**src/rtl/stage3_fixed_residual.sv**
```systemverilog
// Fixed-polynomial (orders 0..4) residual stage with warm-up sample routing.
// Optional clamp of the residual to 16 bits is enabled by defining STAGE3_SATURATE_EN.
module stage3_fixed_residual #(
  parameter int unsigned FRAME_SIZE = 4096
) (
  input  logic        iClock,
  input  logic        iReset_n,
  input  logic        iEnable,
  input  logic        iValid,
  input  logic [15:0] iSample,
  input  logic [2:0]  iOrder,
  output logic        oValid,
  output logic [15:0] oResidual,
  output logic        oWarmValid,
  output logic [15:0] oWarmSample,
  output logic [3:0]  oM,
  output logic        oFrameDone,
  output logic        oOverflow
);

  localparam logic [11:0] LastIdx = 12'(FRAME_SIZE - 1);

  // Frame index and latched order
  logic [11:0] idx_q, idx_d;
  logic [2:0]  order_q, order_d;
  logic [2:0]  order_in;
  logic [2:0]  cur_order;

  // Sample history, x1 is the most recent accepted sample
  logic [15:0] hist1_q, hist2_q, hist3_q, hist4_q;

  // Stage 1: captured sample, history snapshot and per-sample flags
  logic        p1_valid_q;
  logic [15:0] p1_x_q, p1_h1_q, p1_h2_q, p1_h3_q, p1_h4_q;
  logic [2:0]  p1_order_q;
  logic        p1_warm_q, p1_first_q, p1_last_q;
  logic        warm_d;

  // Stage 2: registered outputs
  logic        valid_q, warm_valid_q, frame_done_q, overflow_q, overflow_d;
  logic [15:0] residual_q, warm_sample_q;
  logic [3:0]  m_q;

  logic               accept;
  logic signed [19:0] x0, x1, x2, x3, x4;
  logic signed [19:0] e;
  logic [15:0]        res;
  logic               sat;

  assign accept = iEnable & iValid;

  always_comb begin
    order_in  = (iOrder > 3'd4) ? 3'd4 : iOrder;
    cur_order = (idx_q == 12'd0) ? order_in : order_q;
    order_d   = cur_order;
    idx_d     = (idx_q == LastIdx) ? 12'd0 : idx_q + 12'd1;
    // Samples with index < order have no complete history and go out verbatim.
    warm_d    = idx_q < {9'd0, cur_order};
  end

  always_ff @(posedge iClock or negedge iReset_n) begin
    if (!iReset_n) begin
      idx_q   <= '0;
      order_q <= '0;
      hist1_q <= '0;
      hist2_q <= '0;
      hist3_q <= '0;
      hist4_q <= '0;
    end else if (accept) begin
      idx_q   <= idx_d;
      order_q <= order_d;
      hist1_q <= iSample;
      hist2_q <= hist1_q;
      hist3_q <= hist2_q;
      hist4_q <= hist3_q;
    end
  end

  always_ff @(posedge iClock or negedge iReset_n) begin
    if (!iReset_n) begin
      p1_valid_q <= 1'b0;
      p1_x_q     <= '0;
      p1_h1_q    <= '0;
      p1_h2_q    <= '0;
      p1_h3_q    <= '0;
      p1_h4_q    <= '0;
      p1_order_q <= '0;
      p1_warm_q  <= 1'b0;
      p1_first_q <= 1'b0;
      p1_last_q  <= 1'b0;
    end else if (iEnable) begin
      p1_valid_q <= iValid;
      if (iValid) begin
        p1_x_q     <= iSample;
        p1_h1_q    <= hist1_q;
        p1_h2_q    <= hist2_q;
        p1_h3_q    <= hist3_q;
        p1_h4_q    <= hist4_q;
        p1_order_q <= cur_order;
        p1_warm_q  <= warm_d;
        p1_first_q <= (idx_q == 12'd0);
        p1_last_q  <= (idx_q == LastIdx);
      end
    end
  end

  always_comb begin
    x0 = {{4{p1_x_q[15]}},  p1_x_q};
    x1 = {{4{p1_h1_q[15]}}, p1_h1_q};
    x2 = {{4{p1_h2_q[15]}}, p1_h2_q};
    x3 = {{4{p1_h3_q[15]}}, p1_h3_q};
    x4 = {{4{p1_h4_q[15]}}, p1_h4_q};
    case (p1_order_q)
      3'd0:    e = x0;
      3'd1:    e = x0 - x1;
      3'd2:    e = x0 - (x1 <<< 1) + x2;
      3'd3:    e = x0 - 20'sd3 * x1 + 20'sd3 * x2 - x3;
      3'd4:    e = x0 - (x1 <<< 2) + 20'sd6 * x2 - (x3 <<< 2) + x4;
      default: e = x0;
    endcase
  end

`ifdef STAGE3_SATURATE_EN
  always_comb begin
    res = e[15:0];
    sat = 1'b0;
    if (e > 20'sd32767) begin
      res = 16'h7FFF;
      sat = 1'b1;
    end else if (e < -20'sd32768) begin
      res = 16'h8000;
      sat = 1'b1;
    end
  end
`else
  always_comb begin
    res = e[15:0];
    sat = 1'b0;
  end
`endif

  always_comb begin
    overflow_d = overflow_q;
    if (p1_valid_q) begin
      // The index-0 output restarts the per-frame sticky flag.
      if (p1_first_q) begin
        overflow_d = sat & ~p1_warm_q;
      end else if (!p1_warm_q) begin
        overflow_d = overflow_q | sat;
      end
    end
  end

  always_ff @(posedge iClock or negedge iReset_n) begin
    if (!iReset_n) begin
      valid_q       <= 1'b0;
      warm_valid_q  <= 1'b0;
      frame_done_q  <= 1'b0;
      overflow_q    <= 1'b0;
      residual_q    <= '0;
      warm_sample_q <= '0;
      m_q           <= '0;
    end else if (iEnable) begin
      valid_q      <= p1_valid_q & ~p1_warm_q;
      warm_valid_q <= p1_valid_q & p1_warm_q;
      frame_done_q <= p1_valid_q & p1_last_q;
      overflow_q   <= overflow_d;
      if (p1_valid_q) begin
        if (p1_warm_q) begin
          warm_sample_q <= p1_x_q;
        end else begin
          residual_q <= res;
        end
        if (p1_first_q) begin
          m_q <= {1'b0, p1_order_q};
        end
      end
    end
  end

  // Strobes read low whenever the pipeline is frozen.
  assign oValid      = valid_q & iEnable;
  assign oWarmValid  = warm_valid_q & iEnable;
  assign oFrameDone  = frame_done_q & iEnable;
  assign oResidual   = residual_q;
  assign oWarmSample = warm_sample_q;
  assign oM          = m_q;
  assign oOverflow   = overflow_q;

endmodule

```
**config.mk**
```make
export PLATFORM = sky130hd
export DESIGN_NAME = stage3_fixed_residual
export DESIGN_NICKNAME = d
export VERILOG_FILES = /design/src/rtl/stage3_fixed_residual.sv
export SDC_FILE = /design/constraint.sdc
export NUM_CORES = 1
export LEC_CHECK = 0
export CAP_MARGIN = 20
export CORE_MARGIN = 2
export CORE_UTILIZATION = 40
export DETAILED_ROUTE_END_ITERATION = 8
export PLACE_DENSITY = 0.71
export SLEW_MARGIN = 20
export SYNTH_ARGS = -nofsm -noshare
export SYNTH_HDL_FRONTEND = slang
export SYNTH_SLANG_ARGS = --single-unit
```
**constraint.sdc**
```tcl
create_clock -name iClock -period 4.65 [get_ports iClock]
set_clock_uncertainty 0.15 [all_clocks]
set_input_delay 0.93 -clock iClock [delete_from_list [all_inputs] [get_ports iClock]]
set_output_delay 0.93 -clock iClock [all_outputs]
set_load 0.01 [all_outputs]
```
==> results.toml <==
[sta]
fin_ws_ps = -49.2
max_freq_ghz = 0.213
fin_tns_setup_ps = -86.4
setup_viol = 2
maxSlewViolCount = 0
period_share = 1.01
tightest_slew_ps = 1200
period_needed_ps = 4700
max_slew_margin = 0.196
hold_viol = 0
rsz0062_at_grt = "true"

[routing]
wire_per_inst_um = 17.2
drtAntennaViolNets = 0
post_drt_via_cell_ratio = 5.11
drc = 0
vias = 9410
drt_iter0_drc = 677
firstDrtPassIters = 5
routed_wl_mm = 31.7

[clock_tree]
cts_buffer_depth = 2
clockRootBuffer = "clkbuf_16"
htree_levels = 4
cts_buffers = 17
cts_tree = "done"
insertion_delay_ps = 450
clkTransAtPathRegs_ps = 60
clock-sinks = 137

[placement]
post-dp-hpwl_mm = 24.9
place_congestion = 0.900
io_buffers = 60

[cells_and_area]
layout.nets = 1688
layout-drive-gt1-share = 0.135
final_common_cell = "inv_1"
syn_to_final_growth_pct = 19.5
final_cell_mix = "inv_1 (258), dfrtp_1 (134), nand2_1 (118)"
n_antenna_cell = 0

[grt]
grt_max_degree = 101
grtUsageTotal = 0.205
antenna_found_initial = 0
grt_pass1_wl_mm = 52.6
grt_overflow = 0
grt_pass1_vias = 10101

[logic_synthesis]
yosys_warnings = 0
avgSynthCellArea_um2 = 9.40
synth_edf_count = 0
async_flop_share = 1.00
syn_area_um2 = 12300
synth_cell_types = 75
synth-main-ff-cell = "dfrtp_1"
postSynthCellCount = 1312
ys_seq_area_frac = 0.278
ys_ff_latch = 137

[worst_setup_path]
r2r_setup_slack_ps = -50
critPathMaxFanout = 4
r2r_cells = 17
cp.arrival_ps = 4870
critPathKind = "reg -> reg"
rr_endpoint = "oResidual[15]"
r2r-start = "hist3_q[1]"
critical_path_required_ps = 4820
crit_path_end_kind = "register"
critical_path.startpoint_type = "register"

[floorplan]
die_area_um2 = 32300
io_pins = 63
die_y_um = 180
start_util = 0.404
die_width_um = 180
core_um2 = 30500
placementRows = 64

[hold_path]
hold_class = "reg -> reg"
whs_path_depth = 2
min_from = "oWarmSample[2]"
min_to = "oWarmSample[2]"

[run_status]
violations = "setup timing"
status = "finished, violations left"

[run]
maxCapViolations = 0
-- flip-flops by register name, indices dropped and copies added (netlist names) --
name / cells
p1_h4_q: 16
p1_first_q: 1
idx_q: 12
p1_last_q: 1
order_q: 3
p1_warm_q: 1
hist2_q: 16
p1_valid_q: 1
hist3_q: 16
hist4_q: 16
hist1_q: 16
oWarmSample: 16
oResidual: 16
oM: 3
valid_q: 1
frame_done_q: 1
warm_valid_q: 1
-- routing by layer --
layer / vias to the layer above / wire length, µm / global-route usage
met1: 4636 / 14100 / 0.273
met5: - / 0 / 0
met3: 56 / 1390 / 0.0361
met2: 213 / 15200 / 0.339
li1: 4505 / - / -
met4: 0 / 907 / 0.0699
-- synth_stat cells (all sizes together), types with 10 or more instances --
cell    instances  area [µm²]
a21oi          45         240
o21a           13        97.6
a21o           18         135
nor3           12        60.1
inv           261         980
o21ai         120         604
fa            111        2220
nand2         119         447
xnor2          56         490
mux2           21         236
nor2b          13        88.8
ha            122        1530
xor2           32         280
nor2           58         218
a221oi         10         100
clkbuf         32         120
dfrtp         137        3430
nand3          15        75.1
-- worst max path at each step --
stage | slack (ps) | start | depth (start not counted) | to
2_1_floorplan | 20 | hist1_q[3] | 16 | oResidual[15]
3_3_place_gp | -130 | hist3_q[2] | 19 | oResidual[14]
3_5_place_dp | -190 | hist3_q[2] | 19 | oResidual[14]
4_1_cts | -70 | hist3_q[2] | 19 | oResidual[14]
5_1_grt | -240 | hist3_q[1] | 17 | oResidual[15]
6_report | -50 | hist3_q[1] | 17 | oResidual[15]
-- metrics by stage --
| stage | cells | hold slack (ps) | utilization | instance area (µm²) | setup slack [ps] |
|---|---|---|---|---|---|
| after global routing | 1841 | 351 | 0.483 | 14700 | -243 |
| final | 1841 | 326 | 0.483 | 14700 | -49.2 |
| after global placement | 1806 | 313 | 0.454 | 13900 | -133 |
| after detailed placement | 1806 | 316 | 0.454 | 13900 | -190 |
| after CTS | 1842 | 332 | 0.479 | 14600 | -65.7 |
| after floorplan | 1313 | 300 | - | 12300 | 23.4 |
-- what timing repair did --
item                                   CTS  global route
setup endpoints to repair                5             9
endpoints found under the hold margin    0             0
hold buffers                             0             0
resized for setup                       23            24
pin swaps                               25            34
setup buffers                            4             2
-- layout make-up --
cell class	count	area, µm²
clock buffers	17	425
flip-flops and latches	137	3430
inverters	261	980
well taps	396	495
multi-input cells	878	8020
clock inverters	15	201
repair buffers	137	1180
fillers	2748	15800
-- critical path: stages, from the launching register on --
cell	delay [ps]
dfrtp_2	450
fa_1	560
fa_1	440
fa_1	520
inv_2	40
fa_1	530
inv_1	40
ha_2	200
buf_6	130
a211oi_4	220
o21ai_2	90
a31oi_2	220
o21ai_1	120
a21o_1	190
o31a_1	250
xnor2_1	140
a211oi_2	190
o22ai_1	100
-- logic make-up (layout without fill, tap and decap cells) --
logic type               after synthesis  count (layout)  synth area share
XOR/XNOR                              88              88            0.0625
flip-flops                           137             137             0.278
AO/OA/AOI/OAI                        272             272             0.145
AND/OR/NAND/NOR                      257             257            0.0936
other                                  1               2          0.000304
multiplexers                          26              26            0.0253
adder cells (fa/ha/maj)              233             233             0.304
buffers and inverters                298             430            0.0914
Power is left out: the tool's default activity adds up to more than one toggle a clock period on the data nets, which glitch-free logic cannot reach.
